### config.mk
export PLATFORM = sky130hd
export DESIGN_NAME = vga_timing_gen
export DESIGN_NICKNAME = d
export VERILOG_FILES = /design/src/rtl/vga_timing_gen.sv
export SDC_FILE = /design/constraint.sdc
export NUM_CORES = 1
export LEC_CHECK = 0
export BUFFER_PORTS_ARGS = -buffer_cell sky130_fd_sc_hd__buf_2
export CORE_MARGIN = 3
export CORE_UTILIZATION = 45
export CTS_CLUSTER_SIZE = 25
export DETAILED_ROUTE_END_ITERATION = 8
export HOLD_SLACK_MARGIN = 0.1
export PLACE_DENSITY = 0.67
export SKIP_LAST_GASP = 1
export SYNTH_ARGS = -nofsm -noshare
export SYNTH_HDL_FRONTEND = slang
export SYNTH_SLANG_ARGS = --single-unit
### constraint.sdc
create_clock -name clk -period 6.2 [get_ports clk]
set_input_delay 0.31 -clock clk [delete_from_list [all_inputs] [get_ports clk]]
set_output_delay 0.31 -clock clk [all_outputs]
set_load 0.005 [all_outputs]
### src/rtl/vga_timing_gen.sv
// VGA scan timing: pixel-tick divider, h/v counters, registered syncs aligned with the counters, frame/line strobes.
// Syncs share the counters' zero latency; free-running source with no backpressure input.
module vga_timing_gen #(
    parameter int   H_DISPLAY = 640,
    parameter int   H_FRONT   = 16,
    parameter int   H_SYNC    = 96,
    parameter int   H_BACK    = 48,
    parameter int   V_DISPLAY = 480,
    parameter int   V_FRONT   = 10,
    parameter int   V_SYNC    = 2,
    parameter int   V_BACK    = 33,
    parameter int   TICK_DIV  = 2,
    parameter logic SYNC_POL  = 1'b0
) (
    input  logic       clk,
    input  logic       reset,
    output logic       p_tick,
    output logic       hsync,
    output logic       vsync,
    output logic       video_on,
    output logic [9:0] pixel_x,
    output logic [9:0] pixel_y,
    output logic       frame_start,
    output logic       line_end
);

    localparam int H_TOTAL = H_DISPLAY + H_FRONT + H_SYNC + H_BACK;
    localparam int V_TOTAL = V_DISPLAY + V_FRONT + V_SYNC + V_BACK;
    localparam int DIV_W   = (TICK_DIV > 1) ? $clog2(TICK_DIV) : 1;

    localparam logic [DIV_W-1:0] DIV_LAST = DIV_W'(TICK_DIV - 1);
    localparam logic [9:0] H_LAST   = 10'(H_TOTAL - 1);
    localparam logic [9:0] V_LAST   = 10'(V_TOTAL - 1);
    localparam logic [9:0] H_VIS    = 10'(H_DISPLAY);
    localparam logic [9:0] V_VIS    = 10'(V_DISPLAY);
    localparam logic [9:0] HS_START = 10'(H_DISPLAY + H_FRONT);
    localparam logic [9:0] HS_END   = 10'(H_DISPLAY + H_FRONT + H_SYNC - 1);
    localparam logic [9:0] VS_START = 10'(V_DISPLAY + V_FRONT);
    localparam logic [9:0] VS_END   = 10'(V_DISPLAY + V_FRONT + V_SYNC - 1);

    logic [DIV_W-1:0] div_q, div_d;
    logic [9:0]       x_q, x_d, y_q, y_d;
    logic             hsync_q, hsync_d, vsync_q, vsync_d;
    logic             tick;

    // Gating with reset keeps the strobe low while reset is held, including the TICK_DIV=1 case.
    assign tick = (div_q == DIV_LAST) && reset;

    always_comb begin
        div_d = (div_q == DIV_LAST) ? '0 : div_q + 1'b1;
        x_d   = x_q;
        y_d   = y_q;
        if (tick) begin
            if (x_q == H_LAST) begin
                x_d = '0;
                y_d = (y_q == V_LAST) ? '0 : y_q + 1'b1;
            end else begin
                x_d = x_q + 1'b1;
            end
        end
        // Decoding the next counter values keeps the sync registers in step with pixel_x/pixel_y.
        hsync_d = ((x_d >= HS_START) && (x_d <= HS_END)) ? SYNC_POL : ~SYNC_POL;
        vsync_d = ((y_d >= VS_START) && (y_d <= VS_END)) ? SYNC_POL : ~SYNC_POL;
    end

    always_ff @(posedge clk or negedge reset) begin
        if (!reset) begin
            div_q   <= '0;
            x_q     <= '0;
            y_q     <= '0;
            hsync_q <= ~SYNC_POL;
            vsync_q <= ~SYNC_POL;
        end else begin
            div_q   <= div_d;
            x_q     <= x_d;
            y_q     <= y_d;
            hsync_q <= hsync_d;
            vsync_q <= vsync_d;
        end
    end

    assign p_tick      = tick;
    assign hsync       = hsync_q;
    assign vsync       = vsync_q;
    assign pixel_x     = x_q;
    assign pixel_y     = y_q;
    assign video_on    = (x_q < H_VIS) && (y_q < V_VIS);
    assign frame_start = tick && (x_q == '0) && (y_q == '0);
    assign line_end    = tick && (x_q == H_LAST);

endmodule

==> results_dict.tcl, run 1 <==
set metrics [dict create \
    placeable_core_area_um2 2781 \
    setup_viol 0 \
    worst_setup_path_end_kind "output port" \
    place.gp.congestion 0.8421 \
    vias 1171 \
    drt_drc_violations_left 0 \
    post_drt_via_cell_ratio 5.768 \
    maxClockFrequency_mhz 327.4 \
    p_clk_frac 0.223 \
    area.growth.synth_to_final_pct 14.76 \
    met1Wirelength_mm 1.375 \
    seq_area_frac_synth 0.4371 \
    ant_nets 0 \
    i_o_pin_count 28 \
    async_reset_ff_frac 1.000 \
    die_area_um2 3625 \
    detailed_place_hpwl_mm 2.166 \
    clock_sink_count 23 \
    clock_tree.buffer_depth 2 \
    total_switching_power_uw 100.8 \
    grt.total_usage 0.1842 \
    syn_inst 144 \
    critPathMaxFanout 26 \
    slew_headroom 0.6305 \
    tritoncts "yes" \
    antenna_found_initial 0 \
    post-route-period-util 0.4926 \
    grt_pass1_vias 1118 \
    time_the_worst_path_needs_with_i_o_delays_and_setup_ns 3.054 \
    postSynthNetCount 150 \
    highest-signal-layer "met4" \
    cts_root_buffer "sky130_fd_sc_hd__clkbuf_4" \
    final_hold_violating_endpoints 0 \
    slew_at_the_pin_with_the_worst_max_slew_slack_ns 0.5543 \
    report.final.slew_viol_count 0 \
    die_width_um 60.21 \
    tritoncts.num_buffers 3 \
    r2r_end "vsync$_DFF_PN1_" \
    power_per_cell_area_nw_per_um2 209.0 \
    postRouteWirelength_mm 2.881 \
    drv_cap 0 \
    clock_insertion_delay_worst_skew_ns 0.31 \
    clkTransAtPathRegs_ns 0.13 \
    antenna_cells_inserted 0 \
    crit-reg2reg-launch "pixel_x[0]$_DFF_PN0_" \
    power.internal_uw 216.3 \
    buffer_ports.inserted 27 \
    hp-start "div_q$_DFF_PN0_" \
    syn_area_per_cell_um2 9.184 \
    netlist_area_um2 1323 \
    met2_length_mm 1.329 \
    critical_path.endpoint "line_end" \
    rsz0062_at_grt "no" \
    critical_path.startpoint "reset" \
    drt_first_pass_iters 4 \
    critPathKind "input port to output port" \
    setup_slack_of_the_most_critical_reg_to_reg_path_ns 3.82 \
    ys_ff_latch 23 \
    starting_density 0.4755 \
    std_cell_rows 19 \
    count_of_flip_flops_with_a_built_in_enable_after_synthesis 0 \
    tns_ns 0 \
    utilization 0.5457 \
    post-place-cells 198 \
    synth.lib_cells_used.distinct 42 \
    cts_resized 0 \
    power.total_uw 317.1 \
    globalRoute.totalOverflow 0 \
    htree_levels 1 \
    critical_path.startpoint_type "input port" \
    dr_wl_met3_um 139 \
    wl_per_cell_um 14.19 \
    p_sw_frac 0.3179 \
    power.share.combinational 0.192 \
    irDropWorstVdd_mv 0.1720 \
    drt_first_iter_violations 42 \
    dieHeight_um 60.21 \
    grt_max_degree 27 \
    fin_nets 179 \
    finClkSkew_ns 0.001786 \
    outcome "finished, final reports clean" \
    worstPathArrival_ns 2.74 \
    fin_hold_ws_ns 0.4907 \
    yosysWarnings 0 \
    timing.hold.worst.class "register to register" \
    ff2ff_path_depth 6 \
    post_route_non_filler_standard_cell_count 203 \
    grt_first_pass_wirelength_mm 5.092 \
    power.static_leakage_uw 0.0007227 \
    ratio_of_cells_with_drive_above_1_in_the_final_layout 0.2326 \
    cp_data_required_time_ns 5.89 \
    share_seq_of_total_power 0.585 \
    synthFlopType "sky130_fd_sc_hd__dfrtp_1" \
]
==> critical path, stage by stage <==
cell and delay (ns):
sky130_fd_sc_hd__dlygate4sd3_1 0.52, sky130_fd_sc_hd__buf_2 0.46, sky130_fd_sc_hd__nand2_1 0.19, sky130_fd_sc_hd__or4b_1 0.81, sky130_fd_sc_hd__clkinv_1 0.29, sky130_fd_sc_hd__buf_2 0.16
==> stage by stage <==
stage / instance area [um2] / worst slack (ns)
2_1_floorplan: 1323 / 4.138
3_3_place_gp: 1480 / 3.589
3_5_place_dp: 1480 / 3.514
4_1_cts: 1518 / 3.089
5_1_grt: 1518 / 2.914
6_report: 1518 / 3.146
==> sequential cells by signal, indices dropped and copies added (netlist names) <==
name     cells
pixel_x     10
pixel_y     10
div_q        1
hsync        1
vsync        1
==> cells in the mapped netlist, types with 2 or more instances <==
| master | n | share of area |
|---|---|---|
| sky130_fd_sc_hd__a21oi_1 | 3 | 0.011 |
| sky130_fd_sc_hd__a31oi_1 | 2 | 0.0095 |
| sky130_fd_sc_hd__clkbuf_1 | 3 | 0.0085 |
| sky130_fd_sc_hd__dfrtp_1 | 21 | 0.40 |
| sky130_fd_sc_hd__dfstp_2 | 2 | 0.040 |
| sky130_fd_sc_hd__ha_1 | 4 | 0.038 |
| sky130_fd_sc_hd__inv_1 | 11 | 0.031 |
| sky130_fd_sc_hd__nand2_1 | 13 | 0.037 |
| sky130_fd_sc_hd__nand3_1 | 9 | 0.034 |
| sky130_fd_sc_hd__nand4_1 | 10 | 0.047 |
| sky130_fd_sc_hd__nor2_1 | 3 | 0.0085 |
| sky130_fd_sc_hd__nor2b_1 | 3 | 0.014 |
| sky130_fd_sc_hd__nor3_1 | 5 | 0.019 |
| sky130_fd_sc_hd__nor3_2 | 2 | 0.015 |
| sky130_fd_sc_hd__nor3b_1 | 2 | 0.011 |
| sky130_fd_sc_hd__nor4_1 | 4 | 0.019 |
| sky130_fd_sc_hd__o21ai_0 | 11 | 0.042 |
| sky130_fd_sc_hd__o22ai_1 | 3 | 0.014 |
| sky130_fd_sc_hd__or3_1 | 2 | 0.0095 |
| sky130_fd_sc_hd__xnor2_1 | 6 | 0.040 |
| sky130_fd_sc_hd__xor2_1 | 4 | 0.026 |
==> power by group through the flow <==
| stage | sequential (uW) | combinational (uW) | clock, uW |
|---|---|---|---|
| 6_report | 185 | 61.0 | 70.6 |
| 5_1_grt | 189 | 72.4 | 78.6 |
| 4_1_cts | 186 | 61.9 | 73.1 |
| 3_5_place_dp | 188 | 61.4 | 0 |
| 3_3_place_gp | 188 | 60.7 | 0 |
| 2_1_floorplan | 186 | 36.7 | 0 |
==> timing repair <==
item	CTS	global route
hold buffers	1	0
endpoints found under the hold margin	21	0
setup buffers	0	0
==> cells by family (layout without fill, tap and decap cells) <==
group,after synthesis,after routing,share of synthesized area
simple gates,64,64,0.2829
compound gates,26,26,0.1220
flops,23,23,0.4371
buf+inv,16,44,0.04635
xor+xnor,10,10,0.06622
fa+ha+maj,4,4,0.03784
mux,1,1,0.007569
==> area by class of cell <==
cell class,count,area [um2]
Clock buffer,3,22.52
Clock inverter,1,5.005
Inverter,12,45.04
Timing Repair Buffer,28,145.1
Fill cell,248,1264
Tap cell,31,38.79
Sequential cell,23,578.1
Multi-Input combinational cell,105,683.2
==> how the worst min path moves through the flow <==
stage	slack, ns	end	cells after the start
floorplan	0.01	div_q$_DFF_PN0_	0
global placement	0.32	pixel_y[2]$_DFF_PN0_	1
detailed placement	0.34	pixel_y[2]$_DFF_PN0_	1
CTS	0.50	div_q$_DFF_PN0_	1
global route	0.54	pixel_x[0]$_DFF_PN0_	2
finish	0.49	div_q$_DFF_PN0_	1
==> per-layer routing <==
metal  global-route usage  vias up
li1                     -      580
met1               0.2473      559
met2               0.2994       27
met3              0.03456        5
met4              0.05380        0
met5                    0        -
==> placed cells by master (no fill, tap or decap), types with 2 or more instances in the layout <==
master,instances
sky130_fd_sc_hd__or3_1,2
sky130_fd_sc_hd__nand4_1,10
sky130_fd_sc_hd__nor2b_1,3
sky130_fd_sc_hd__nor4_1,4
sky130_fd_sc_hd__a21oi_1,3
sky130_fd_sc_hd__dfstp_2,2
sky130_fd_sc_hd__inv_1,11
sky130_fd_sc_hd__dfrtp_1,21
sky130_fd_sc_hd__ha_1,4
sky130_fd_sc_hd__clkbuf_4,3
sky130_fd_sc_hd__o22ai_1,3
sky130_fd_sc_hd__nor3b_1,2
sky130_fd_sc_hd__nand3_1,9
sky130_fd_sc_hd__o21ai_0,11
sky130_fd_sc_hd__buf_2,27
sky130_fd_sc_hd__xnor2_1,6
sky130_fd_sc_hd__nand2_1,13
sky130_fd_sc_hd__nor2_1,3
sky130_fd_sc_hd__a31oi_1,2
sky130_fd_sc_hd__nor3_1,5
sky130_fd_sc_hd__xor2_1,4
sky130_fd_sc_hd__nor3_2,2
Power figures use the tool's default switching activity.
==> run 2: changes to the inputs <==
--- a/config.mk
+++ b/config.mk
@@ -5,13 +5,14 @@
 export SDC_FILE = /design/constraint.sdc
 export NUM_CORES = 1
 export LEC_CHECK = 0
+export ABC_AREA = 1
 export BUFFER_PORTS_ARGS = -buffer_cell sky130_fd_sc_hd__buf_2
 export CORE_MARGIN = 3
 export CORE_UTILIZATION = 45
 export CTS_CLUSTER_SIZE = 25
 export DETAILED_ROUTE_END_ITERATION = 8
 export HOLD_SLACK_MARGIN = 0.1
-export PLACE_DENSITY = 0.67
+export PLACE_DENSITY = 0.69
 export SKIP_LAST_GASP = 1
 export SYNTH_ARGS = -nofsm -noshare
 export SYNTH_HDL_FRONTEND = slang
==> constraint.sdc (replaced) <==
create_clock -name clk -period 2.7 [get_ports clk]
set_input_delay 0.135 -clock clk [delete_from_list [all_inputs] [get_ports clk]]
set_output_delay 0.135 -clock clk [all_outputs]
set_load 0.005 [all_outputs]
==> run 2 against run 1 <==
  * Critical path depth is the same
  * Core utilization grew 2.4 points
  * First-iteration DRC count grew 50%
  * Sequential share of layout area shrank 2.8 points
  * Critical path type is now register to output port
  * Largest power group unchanged
==> results_dict.tcl, run 2 <==
set metrics [dict create \
    outcome "finished, final reports clean" \
    area.growth.synth_to_final_pct 16.24 \
    slew_headroom 0.7032 \
    area_occupied_by_multi_input_gates_um2 665.6 \
    maxClockFrequency_mhz 518.3 \
    synth.lib_cells_used.distinct 26 \
    power.total_uw 827.1 \
    power_per_cell_area_nw_per_um2 504.6 \
    ys_top_cells_by_count "sky130_fd_sc_hd__inv_1, sky130_fd_sc_hd__nand2_1, sky130_fd_sc_hd__nor2_1, sky130_fd_sc_hd__nand3_1, sky130_fd_sc_hd__dfrtp_1" \
    antenna_cells_inserted 0 \
    time_the_worst_path_needs_with_i_o_delays_and_setup_ns 1.930 \
    final_cell_mix "sky130_fd_sc_hd__inv_1, sky130_fd_sc_hd__nand2_1, sky130_fd_sc_hd__buf_2, sky130_fd_sc_hd__nor2_1, sky130_fd_sc_hd__nand3_1" \
    syn_area_per_cell_um2 7.086 \
    netlist_area_um2 1410 \
    critPathKind "register to output port" \
    cts_resized 0 \
    ys_ff_latch 23 \
    std_cell_rows 19 \
    ratio_of_cells_with_drive_above_1_in_the_final_layout 0.1905 \
    tritoncts "yes" \
    power.internal_uw 532.8 \
    cp_data_required_time_ns 2.57 \
    clock_insertion_delay_worst_skew_ns 0.32 \
    post-route-period-util 0.7146 \
    synth_largest_type_area_fraction 0.3727 \
    nFillCells 291 \
    fin_nets 238 \
    antenna_found_initial 0 \
    detailed_place_hpwl_mm 2.628 \
    drt_first_iter_violations 63 \
    async_reset_ff_frac 1.000 \
    starting_density 0.4902 \
    report.final.slew_viol_count 0 \
    postSynthNetCount 205 \
    clock_sink_count 23 \
    setup_viol 0 \
    globalRoute.totalOverflow 0 \
    wl_per_cell_um 12.08 \
    htree_levels 1 \
    tritoncts.num_buffers 3 \
    power.static_leakage_uw 0.0008802 \
    drt_drc_violations_left 0 \
    grt_first_pass_wirelength_mm 5.444 \
    postRouteWirelength_mm 3.297 \
    critPathMaxFanout 9 \
    clock_tree.buffer_depth 2 \
    seq_area_frac_synth 0.4099 \
    power.share.combinational 0.262 \
    critical_path.startpoint_type "register" \
    ant_nets 0 \
    irDropWorstVdd_mv 0.2557 \
    area.sequential_um2 578.1 \
    p_sw_frac 0.3558 \
    p_clk_frac 0.194 \
    yosysWarnings 0 \
    drv_cap 0 \
    buffer_ports.inserted 27 \
    netlist.top_cell.by_area "sky130_fd_sc_hd__dfrtp_1" \
    synthFlopType "sky130_fd_sc_hd__dfrtp_1" \
    postcts_setup_bufs 0 \
    share_seq_of_total_power 0.544 \
    grt_max_degree 24 \
    placement.cell_area_um2 1602 \
    worstPathArrival_ns 1.79 \
    dieHeight_um 61.98 \
    worst_setup_path_end_kind "output port" \
    tns_ns 0 \
    finClkSkew_ns 0.007395 \
    die_width_um 61.98 \
    slew_at_the_pin_with_the_worst_max_slew_slack_ns 0.4438 \
    cts_root_buffer "sky130_fd_sc_hd__clkbuf_4" \
    clkTransAtPathRegs_ns 0.13 \
    count_of_flip_flops_with_a_built_in_enable_after_synthesis 0 \
    synth_most_common_cell "sky130_fd_sc_hd__inv_1" \
    grt.total_usage 0.1940 \
    total_switching_power_uw 294.3 \
    vias 1354 \
    synth.area.top_cells "sky130_fd_sc_hd__dfrtp_1, sky130_fd_sc_hd__inv_1, sky130_fd_sc_hd__nand2_1" \
    i_o_pin_count 28 \
    final_cell_area_um2 1639 \
    die_area_um2 3842 \
    final_hold_violating_endpoints 0 \
    syn_inst 199 \
    final_common_cell "sky130_fd_sc_hd__inv_1" \
    placeable_core_area_um2 2877 \
    post_drt_via_cell_ratio 4.960 \
    timing.hold.worst.class "input port to asynchronous set/reset pin" \
    grt_pass1_vias 1211 \
    rsz0062_at_grt "no" \
    drt_first_pass_iters 4 \
    place.gp.congestion 0.9325 \
]
==> run 2: critical path, stage by stage, from the launching register on <==
cell and delay, ns:
sky130_fd_sc_hd__dfrtp_1 0.41, sky130_fd_sc_hd__ha_1 0.23, sky130_fd_sc_hd__nand2_2 0.09, sky130_fd_sc_hd__inv_2 0.09, sky130_fd_sc_hd__nand2_4 0.07, sky130_fd_sc_hd__nor3_4 0.40
sky130_fd_sc_hd__buf_2 0.20
==> run 2: per-layer routing <==
metal	track usage	routed length, um	vias up
met5	0	0	-
met2	0.3180	1622	35
met3	0.02479	132	4
li1	-	-	696
met1	0.2624	1505	619
met4	0.06667	36	0
==> run 2: per-stage QoR <==
stage	hold WS [ns]	utilization	instances	setup slack [ns]
final	0.3322	0.5698	273	0.7705
after global routing	0.3540	0.5698	273	0.5953
after CTS	0.3387	0.5698	273	0.7703
after detailed placement	0.1569	0.5568	268	0.8798
after global placement	0.1600	0.5568	268	0.9075
after floorplan	-0.1606	-	199	1.146
==> run 2: path summary, 6_finish.rpt <==
check / cells past startpoint / to / from / slack [ns]
setup / recovery: 6 / line_end / pixel_x[0]$_DFF_PN0_ / 0.77
hold / removal: 3 / div_q$_DFF_PN0_ / reset / 0.33
setup reg to reg: 10 / vsync$_DFF_PN1_ / pixel_x[0]$_DFF_PN0_ / 0.87
hold reg to reg: 1 / div_q$_DFF_PN0_ / div_q$_DFF_PN0_ / 0.45
max in group asynchronous: 3 / vsync$_DFF_PN1_ / reset / 2.08
min in group clk: 1 / div_q$_DFF_PN0_ / div_q$_DFF_PN0_ / 0.45
==> run 2: area by class of cell <==
type / count / share of cell area
Clock buffer: 3 / 0.01374
Sequential cell: 23 / 0.3527
Clock inverter: 1 / 0.003053
Timing Repair Buffer: 29 / 0.09313
Multi-Input combinational cell: 132 / 0.4061
Tap cell: 42 / 0.03206
Inverter: 43 / 0.09924
==> run 2: power groups by stage <==
stage / Combinational (uW) / Clock, uW / Sequential (uW)
floorplan: 137 / 0 / 451
global placement: 219 / 0 / 456
detailed placement: 218 / 0 / 458
CTS: 220 / 169 / 451
global route: 253 / 186 / 458
finish: 217 / 160 / 450
==> run 2: timing repair <==
item	CTS	global route
endpoints found under the hold margin	23	0
hold buffers	1	0
setup endpoints to repair	0	0
==> run 2: cells by family after synthesis <==
logic type / share of synthesized area
AOI/OAI and AO/OA: 0.06212
xor gates and xnor gates: 0.006212
and+or+nand+nor: 0.3682
DFF: 0.4099
adders and majority gates: 0.03549
buffers and inverters: 0.1180
